**config.mk**
```make
export PLATFORM = sky130hd
export DESIGN_NAME = bit_serial_adder
export DESIGN_NICKNAME = d
export VERILOG_FILES = /design/src/rtl/bit_serial_adder_pkg.sv /design/src/rtl/adder_1_constructure.sv /design/src/rtl/bit_serial_adder.sv
export SDC_FILE = /design/constraint.sdc
export NUM_CORES = 1
export LEC_CHECK = 0
export CAP_MARGIN = 20
export CORE_ASPECT_RATIO = 0.5
export CORE_MARGIN = 2
export CORE_UTILIZATION = 50
export DETAILED_ROUTE_END_ITERATION = 16
export PLACE_DENSITY = 0.86
export SLEW_MARGIN = 5
export SYNTH_ARGS = -nofsm -noshare
export SYNTH_HDL_FRONTEND = slang
export SYNTH_SLANG_ARGS = --single-unit
```
**constraint.sdc**
```tcl
create_clock -name clk -period 1.61 [get_ports clk]
set_input_delay 0.2415 -clock clk [delete_from_list [all_inputs] [get_ports clk]]
set_output_delay 0.2415 -clock clk [all_outputs]
set_load 0.1 [all_outputs]
```
**src/rtl/bit_serial_adder_pkg.sv**
```systemverilog
`default_nettype none
// +----------------------------------------------------------------------+
// | bit_serial_adder_pkg : shared state encoding and default width       |
// | Revision 1.0                                                         |
// +----------------------------------------------------------------------+
package bit_serial_adder_pkg;

   localparam int SERIAL_ADD_WIDTH = 8;

   typedef enum logic [1:0] {
      ST_IDLE = 2'd0,
      ST_RUN  = 2'd1,
      ST_DONE = 2'd2
   } state_t;

endpackage
`default_nettype wire

```
**src/rtl/adder_1_constructure.sv**
```systemverilog
`default_nettype none
// +----------------------------------------------------------------------+
// | adder_1_constructure : 1-bit full-adder cell                         |
// | Revision 1.0                                                         |
// +----------------------------------------------------------------------+
module adder_1_constructure (
   input  logic a,
   input  logic b,
   input  logic cin,
   output logic s,
   output logic cout
);

   assign s    = a ^ b ^ cin;
   assign cout = (a & b) | (cin & (a ^ b));

endmodule
`default_nettype wire

```
**src/rtl/bit_serial_adder.sv**
```systemverilog
`default_nettype none
// +----------------------------------------------------------------------+
// | bit_serial_adder : WIDTH-bit adder, one full-adder cell, LSB first   |
// | Revision 1.0                                                         |
// +----------------------------------------------------------------------+
module bit_serial_adder
   import bit_serial_adder_pkg::*;
#(
   parameter int WIDTH = SERIAL_ADD_WIDTH
) (
   input  logic             clk,
   input  logic             rst,
   input  logic             start,
   input  logic [WIDTH-1:0] a,
   input  logic [WIDTH-1:0] b,
   input  logic             cin,
   output logic             busy,
   output logic             done,
   output logic [WIDTH-1:0] sum,
   output logic             cout,
   output logic             overflow
);

   localparam int CNT_W = ($clog2(WIDTH) < 1) ? 1 : $clog2(WIDTH);
   localparam logic [CNT_W-1:0] c_last = CNT_W'(WIDTH - 1);
   localparam logic [CNT_W-1:0] c_msb  = CNT_W'(WIDTH - 2);

   state_t             r_state;
   logic [WIDTH-1:0]   r_a_sh;
   logic [WIDTH-1:0]   r_b_sh;
   logic               r_carry;
   logic               r_msb_cin;
   logic [CNT_W-1:0]   r_count;
   logic               w_s;
   logic               w_cout;

   adder_1_constructure u_fa (
      .a    (r_a_sh[0]),
      .b    (r_b_sh[0]),
      .cin  (r_carry),
      .s    (w_s),
      .cout (w_cout)
   );

   always_ff @(posedge clk) begin
      if (rst) begin
         r_state   <= ST_IDLE;
         r_a_sh    <= '0;
         r_b_sh    <= '0;
         r_carry   <= 1'b0;
         r_msb_cin <= 1'b0;
         r_count   <= '0;
         busy      <= 1'b0;
         done      <= 1'b0;
         sum       <= '0;
         cout      <= 1'b0;
         overflow  <= 1'b0;
      end else begin
         case (r_state)
            ST_IDLE: begin
               done <= 1'b0;
               if (start) begin
                  r_a_sh   <= a;
                  r_b_sh   <= b;
                  r_carry  <= cin;
                  r_count  <= '0;
                  sum      <= '0;
                  cout     <= 1'b0;
                  overflow <= 1'b0;
                  busy     <= 1'b1;
                  r_state  <= ST_RUN;
               end
            end
            ST_RUN: begin
               sum     <= {w_s, sum[WIDTH-1:1]};
               r_carry <= w_cout;
               r_a_sh  <= {1'b0, r_a_sh[WIDTH-1:1]};
               r_b_sh  <= {1'b0, r_b_sh[WIDTH-1:1]};
               r_count <= r_count + CNT_W'(1);
               // carry leaving bit WIDTH-2 is the carry into the MSB
               if (r_count == c_msb) begin
                  r_msb_cin <= w_cout;
               end
               if (r_count == c_last) begin
                  cout     <= w_cout;
                  overflow <= r_msb_cin ^ w_cout;
                  busy     <= 1'b0;
                  done     <= 1'b1;
                  r_state  <= ST_DONE;
               end
            end
            ST_DONE: begin
               done    <= 1'b0;
               r_state <= ST_IDLE;
            end
            default: begin
               busy    <= 1'b0;
               done    <= 1'b0;
               r_state <= ST_IDLE;
            end
         endcase
      end
   end

endmodule
`default_nettype wire

```
After elaboration in Yosys (flattened, before gate mapping)
Index checks and enable logic that the tools add are counted.
Operators by class
  add/subtract/negate cells: 1
  eq/ne operators: 6
  multiplexer cells: 21
  bitwise logic cells: 8
  reductions and logical operators: 8
Operator list (number)
  one-hot mux 8 bit (2 select lines): 3
  2-to-1 mux 8 bit: 3
  equality test 3 bit, second input constant: 2
  2-to-1 mux 1 bit: 6
  one-hot mux 1 bit (2 select lines): 3
  one-hot mux 3 bit (2 select lines): 1
  AND reduction 2 bit: 3
  AND reduction 3 bit: 2
  2-to-1 mux 2 bit: 2
  inequality test 2 bit, second input constant: 2
  one-hot mux 2 bit (2 select lines): 1
  adder 3 x 1 -> 3 bit, second input constant: 1
  2-to-1 mux 3 bit: 1
  one-hot mux 1 bit (3 select lines): 1
  bitwise XOR 1 bit: 3
  bitwise AND 1 bit: 2
  equality test 2 x 1 -> 1 bit, second input constant: 1
  equality test 2 bit, second input constant: 1
  logical NOT 2 bit: 1
  inverter 1 bit: 2
  nonzero test 2 bit: 1
  OR reduction 2 bit: 1
  bitwise OR 1 bit: 1
Storage, ports and cells
  flip-flop bits (word level): 35
  input bits: 20
  output and inout bits: 12
  logic and storage cells: 55

Logic depth before layout (Yosys ltp)
Gate-level depths: netlist (run 1).
  depth after elaboration: 6
  mapped depth: 5
  gate-level depth less buffers: 5

By module
Synthesis (run 1) repeated with hierarchy kept, for this count alone.
Unflattened totals
  cells, all modules: 172
  area, all modules: 1639.1 µm²
By module, submodules not included
  bit_serial_adder: instances 1, cells an instance 171, area each 1619.1 µm², sequential area each 700.7 µm²
  adder_1_constructure: instances 1, cells an instance 1, area each 20.0 µm², sequential area each 0.0 µm²

Worst setup path before layout (run 1)
No wires, ideal clock.
  path type: register -> register
  start point: register busy (netlist name)
  end point: register busy
  data arrival time: 1.449 ns
  required time: 1.538 ns
  path slack: 0.089 ns
  stages on the path, launching flop included: 3
  clock period less this slack: 1.521 ns
  cells stage by stage: dfxtp_1 > or3b_1 > a21oi_1
RTL lines
  end signal, assigned: RTL line bit_serial_adder.sv:53  | busy <= 1'b0;
  end signal, assigned: RTL line bit_serial_adder.sv:70  | busy <= 1'b1;
  end signal, assigned: RTL line bit_serial_adder.sv:87  | busy <= 1'b0;
  end, declared: RTL line bit_serial_adder.sv:17  | output logic busy,

Worst setup path in the final report (run 1)
  start point: register r_state[0]
  end point: register r_a_sh[7]
Between the ends
  longest elaborated chain between the ends: 3
  elaborated cells on any way between the ends: 6
  those cells by class: eq/ne: 2; mux: 1; reduce/logical: 3
RTL lines
  start, declared: RTL line bit_serial_adder.sv:28  | state_t r_state;
  start signal, assigned: RTL line bit_serial_adder.sv:47  | r_state <= ST_IDLE;
  start signal, assigned: RTL line bit_serial_adder.sv:71  | r_state <= ST_RUN;
  start signal, assigned: RTL line bit_serial_adder.sv:89  | r_state <= ST_DONE;
  equality test 2 x 1 -> 1 bit or logical NOT 2 bit (tied branches): RTL line bit_serial_adder.sv:59  | case (r_state)
  nonzero test 2 bit (no source line) or inequality test 2 bit (tied branches)
  AND reduction 2 bit (no source line)
  end signal, assigned: RTL line bit_serial_adder.sv:77  | r_a_sh <= {1'b0, r_a_sh[WIDTH-1:1]};
  end, declared: RTL line bit_serial_adder.sv:29  | logic [WIDTH-1:0] r_a_sh;
Several ways; a longest one is shown, not always the timed one.
A chain may end at the register's enable or synchronous reset.

==> reports/qor.txt, run 1 <==
Die H - 43.9 um
GRT Util Overall - 18.8%
Hold Path Sink - r_msb_cin
Final count of pins violating max slew - 0
Worst-margin pin slew - 0.432 ns
Critical path arrival - 1.52 ns
Asr flop ratio synth - 0%
Io pins - 32
Most common cell in the netlist - dfxtp_1
WP data required - 1.78 ns
Grt ovf - 0
Area grow syn2layout - 37.4%
Register area share after synthesis - 44.0%
# hold bufs at CTS - 0
Hold depth - 2
Power density cells - 1010 nW/um^2
Worst hold path class - reg2reg
Synth Flop Type - dfxtp_1
DR pass1 iterations - 4
Routed Antenna Nets - 0
# Post-CTS Setup Buffers - 0
Place WS - 0.0836 ns
Chip width - 83.9 um
CP max-delay cell - dfxtp_1
Crit Path Category - reg2reg
Finished Layout Cells - 226
Drt initial violations - 35
Port Buffers - 31
First-pass GRT wire length - 5.32 mm
Min-delay src - r_msb_cin
CTS root buffer - clkbuf_8
Synthesized Nets - 178
Status - complete, no violations
Clock skew - 0.00376 ns
Number of global-route vias before repair - 1209
Unique masters post-synth - 30
YS warnings - 0
Per-cell routed wire length - 14.1 um
FP Rows - 14
Resize count post-CTS - 0
Fin nets - 209
Worst skew pair latency - 0.28 ns
Final setup violation count - 0
Worst Reg-to-Reg Cells - 4
Crit-path cells - buf_4, nor2_1, o21ai_0, a21oi_1
Post-synth EDFFs - 0
Number of antenna violations at the first check in global routing - 0
Initial Util - 52.9%
Worst flop-to-flop path endpoint - r_a_sh[7]
Crit path capture type - flip-flop
Layout cells sized above 1 - 22.6%
GP Congestion - 0.686
CTS Buf Count - 5
Final hold vios - 0
Largest net degree at the start of global routing - 36
Final min period - 1.35 ns
Slew margin rel. - 71.2%
Syn avg cell area - 10.4 um^2
Max-Cap Viols - 0
R2r setup slk - 0.26 ns
#FFs+latches synth - 35
Largest area contributor in the netlist - dfxtp_1
Worst-path fanout max - 13
Maximum clock rate - 0.739 GHz
HPWL Detailed - 2.26 mm
Reg-to-reg startpoint - r_state[0]
RSZ-0062 raised after global routing - false
Max Root-Sink Buffers - 2
DRC viols - 0
Post-route setup TNS - 0 ns
Util after Layout - 72.7%
CTS HTree Levels - 2
Core area - 3010 um^2
Mapped Area - 1590 um^2
Peak VDD IR - 0.735 mV
CTS sink cnt - 35
Synth top area share - 44.0%
WL final - 3.19 mm
Setup ws final - 0.257 ns
DR vias/cell - 5.36
Leak Pwr - 0.832 nW
Cells after synthesis - 154
Synth top cells by count - 35 x dfxtp_1, 28 x nor2_1, 16 x mux2i_1
Final period util - 84.1%
Inst Count DP - 218
CTS tree - done
Synth area leaders - dfxtp_1 44%, a211oi_2 12%, mux2i_1 10%, nor2_1 6.6%, a22oi_1 4.2%
CTS clk-pin slew, worst paths - 0.07 ns
Antenna diode count - 0
Vias - 1211
Die area - 3680 um^2
Max stage delay on crit path - 0.59 ns
CP Launch Type - flip-flop
[cell families (layout without fill, tap and decap cells)]
kind of cell	Yosys count	in the layout	share of synthesized area, %
fa+ha+maj	4	4	3.61
mux	16	16	10.0
flops	35	35	44.0
buf+inv	14	46	5.73
compound gates	39	39	22.4
xor+xnor	1	1	0.550
simple gates	45	45	13.7
[placed cells by master (no fill, tap or decap), types with 2 or more instances in the layout]
| cell type | n |
|---|---|
| a211oi_2 | 15 |
| a21oi_1 | 5 |
| a22oi_1 | 9 |
| buf_12 | 14 |
| buf_4 | 4 |
| bufinv_16 | 2 |
| clkbuf_8 | 5 |
| clkdlybuf4s50_1 | 19 |
| dfxtp_1 | 35 |
| ha_1 | 3 |
| mux2i_1 | 16 |
| nand2_1 | 3 |
| nand2b_1 | 4 |
| nand3b_1 | 3 |
| nor2_1 | 28 |
| nor2b_1 | 2 |
| o21ai_0 | 3 |
| o21bai_1 | 2 |
[stage by stage]
step	hold WS, ns	power [mW]	instance area, um^2
floorplan	0.401	1.21	1590
global placement	0.472	1.31	2060
detailed placement	0.478	1.32	2060
CTS	0.494	2.25	2190
global route	0.517	2.32	2190
finish	0.494	2.22	2190
[layout make-up]
class                   count  area, um^2
repair buffers             37         500
well taps                  40        50.0
clock buffers               6        72.6
multi-input cells         105         802
flip-flops and latches     35         701
fillers                   194         823
inverters                   1        3.75
clock inverters             2        60.1
[critical path: cells and delay by family (launching register included)]
| family | cells | cell delay [ns] |
|---|---|---|
| and+or+nand+nor | 1 | 0.08 |
| AOI/OAI and AO/OA | 2 | 0.29 |
| DFF | 1 | 0.59 |
| buffers and inverters | 1 | 0.27 |
[report_power, final]
part	switching, mW	total (mW)	internal [mW]
logic	0.179	0.350	0.171
clock network	0.298	0.917	0.619
registers	0.0398	0.955	0.915
total	0.517	2.22	1.70
[flip-flops by register name, summed over array words and instances (netlist names)]
name	flops
busy	1
cout	1
done	1
overflow	1
r_a_sh	8
r_b_sh	8
r_carry	1
r_count	3
r_msb_cin	1
r_state	2
sum	8
[metal layers]
metal | wire [um] | part of all wire [%] | GRT usage [%]
met1 | 1390 | 44 | 21.7
met2 | 1610 | 51 | 33.9
met3 | 126 | 4.0 | 5.14
met4 | 53 | 1.7 | 7.74
met5 | 0 | 0 | 0
[how the worst max path moves through the flow]
| stage | cells past startpoint | end | slack (ns) | from |
|---|---|---|---|---|
| floorplan | 2 | busy | 0.09 | busy |
| global placement | 5 | r_a_sh[0] | 0.16 | start |
| detailed placement | 5 | r_a_sh[0] | 0.08 | start |
| CTS | 4 | r_b_sh[1] | 0.26 | r_state[0] |
| global route | 4 | r_a_sh[0] | 0.16 | r_state[0] |
| finish | 4 | r_a_sh[7] | 0.26 | r_state[0] |
Power figures use the tool's default switching activity.
==> run 2: changes to the inputs <==
==> constraint.sdc (replaced) <==
create_clock -name clk -period 1.4 [get_ports clk]
set_input_delay 0.21 -clock clk [delete_from_list [all_inputs] [get_ports clk]]
set_output_delay 0.21 -clock clk [all_outputs]
set_load 0.1 [all_outputs]
==> run 2 against run 1 <==
  * Utilization down 0.83 points
  * Die area unchanged
  * Cell count rose by 0.88%
  * Global-route usage increased by 0.99 points
  * Non-clock buffer count grew 4
  * Clock-buffer cell count unchanged
  * Via count grew 3.2%
  * Combinational power increased by 20%
  * First-iteration DRC count rose by 5.7%
  * Largest power group unchanged
  * Hold slack improved by 0.00080 ns
  * Clock power shrank 29%
  * Register-to-register slack worse by 0.14 ns
==> reports/qor.txt, run 2 (same netlist as run 1, synthesis figures left out) <==
Util after Layout - 71.8% (-0.83 points)
FP Rows - 14 (unchanged)
Number of antenna violations at the first check in global routing - 0 (unchanged)
Port Buffers - 31 (unchanged)
HPWL Detailed - 2.45 mm (+8.6%)
Clock share of power - 29.9% (-11 points)
WL final - 3.47 mm (+8.8%)
Final hold vios - 0 (unchanged)
Layout cells sized above 1 - 25.0% (+2.4 points)
CTS root buffer - clkbuf_8
Max-Cap Viols - 0 (unchanged)
Total power - 2.17 mW (-2.4%)
Worst skew pair latency - 0.28 ns (about the same)
Io pins - 32 (unchanged)
Final min period - 1.29 ns (-0.0666 ns)
Most frequent cells in the layout - 33 x dfxtp_1, 28 x nor2_1, 19 x clkdlybuf4s50_1
Critical path arrival - 1.50 ns (-0.02 ns)
Worst-path fanout max - 7 (-6)
Worst-margin pin slew - 0.336 ns (-0.0954 ns)
CTS clk-pin slew, worst paths - 0.06 ns (about the same)
CP bufs+invs - 0 (-1)
Regs by FF count - r_a_sh x8, r_b_sh x8, sum x8
Clock skew - 0.00334 ns (-0.000420 ns)
Final hold slack - 0.495 ns (+0.000800 ns)
DR pass1 iterations - 4 (unchanged)
Status - complete, no violations
CP top delay family - adder cells
Grt ovf - 0 (unchanged)
Final count of pins violating max slew - 0 (unchanged)
Vias - 1250 (+3.2%)
Leak Pwr - 0.821 nW (-1.4%)
Core area - 3010 um^2 (unchanged)
Finished Layout Cells - 228 (+0.88%)
WP data required - 1.61 ns (-0.17 ns)
Net switching power - 576 uW (+11%)
Max stage delay on crit path - 0.35 ns (-0.24 ns)
GRT Util Overall - 19.7% (+0.99 points)
# hold bufs at CTS - 0 (unchanged)
Inst Count DP - 222 (+1.8%)
Switching share of power - 26.6% (+3.3 points)
Sequential power share - 50.7% (+7.7 points)
Crit path capture type - flip-flop
Max Root-Sink Buffers - 2 (unchanged)
Initial Util - 52.9% (unchanged)
Final setup violation count - 0 (unchanged)
Power density cells - 1000 nW/um^2 (-1.3%)
Most common cell after layout, fill and taps aside - dfxtp_1
Maximum clock rate - 0.777 GHz (+5.2%)
CTS HTree Levels - 2 (unchanged)
Number of global-route vias before repair - 1287 (+6.5%)
Largest net degree at the start of global routing - 17 (-53%)
Slew margin rel. - 77.6% (+6.4 points)
Peak VDD IR - 0.566 mV (-23%)
Die H - 43.9 um (unchanged)
Comb power frac - 19.4% (+3.7 points)
RSZ-0062 raised after global routing - false
CP Launch Type - flip-flop
Die area - 3680 um^2 (unchanged)
GP Congestion - 0.748 (+9.1%)
Worst hold path class - reg2reg
Final period util - 91.9% (+7.9 points)
Chip width - 83.9 um (unchanged)
Area grow syn2layout - 35.8%
Crit Path Category - reg2reg
CTS tree - done
Fin nets - 213 (+1.9%)
CP max-delay cell - or3b_1
Routed Antenna Nets - 0 (unchanged)
First-pass GRT wire length - 5.66 mm (+6.4%)
Crit-path cells - ha_1, ha_2, or3b_1, a21oi_1
CTS Buf Count - 5 (unchanged)
DRC viols - 0 (unchanged)
Internal Power - 1.59 mW (-6.6%)
Per-cell routed wire length - 15.2 um (+7.9%)
CTS sink cnt - 35 (unchanged)
DR vias/cell - 5.48 (+2.3%)
Antenna diode count - 0 (unchanged)
Drt initial violations - 37 (+5.7%)
## run 2: cell count changes in the layout (fill, tap and decap cells not counted), sizes merged
| cell | previous run | this run |
|---|---|---|
| buf | 18 | 22 |
| bufinv | 2 | 0 |
## run 2: power by group through the flow
stage,registers (mW),logic [mW],clock network (mW)
finish,1.10,0.421,0.648
CTS,1.10,0.422,0.664
global placement,1.11,0.403,0
floorplan,1.14,0.248,0
detailed placement,1.12,0.418,0
global route,1.11,0.451,0.709
## run 2: area by class of cell
class	count	area (um^2)
clock buffer	6	72.6
fill	202	848
inverter	1	3.75
multi-input combinational	105	805
sequential	35	703
tap	40	50.0
timing repair buffer	41	531
## run 2: worst paths after layout
path | start | end | slack (ns) | cells after the start
setup / recovery | r_count[0] | busy | 0.11 | 4
hold / removal | r_msb_cin | r_msb_cin | 0.50 | 2
setup reg to reg | r_count[0] | busy | 0.11 | 4
hold reg to reg | r_msb_cin | r_msb_cin | 0.50 | 2
## run 2: tightest hold or removal path, stage by stage (launching register included)
cell and delay, ns:
dfxtp_1 0.31, o21ai_0 0.07, a21oi_1 0.07
## run 2: layer usage
metal | GRT usage [%] | routed length [um] | vias to the layer above
met4 | 6.45 | 57 | 0
met5 | 0 | 0 | -
met2 | 36.3 | 1780 | 19
met1 | 23.1 | 1520 | 608
met3 | 5.33 | 110 | 9
li1 | - | - | 614
## run 2: repair_timing
action,in CTS,in global routing
buffers inserted,0,0
setup endpoints to repair,0,5
resized for setup,0,2
## run 2: stage by stage
step           TNS (ns)  instance area [um^2]  setup WS, ns
6_report              0                  2160         0.113
4_1_cts               0                  2160        0.0430
3_3_place_gp          0                  2090      0.000634
5_1_grt               0                  2160        0.0473
3_5_place_dp     -0.601                  2090       -0.0712
2_1_floorplan         0                  1600        0.0765
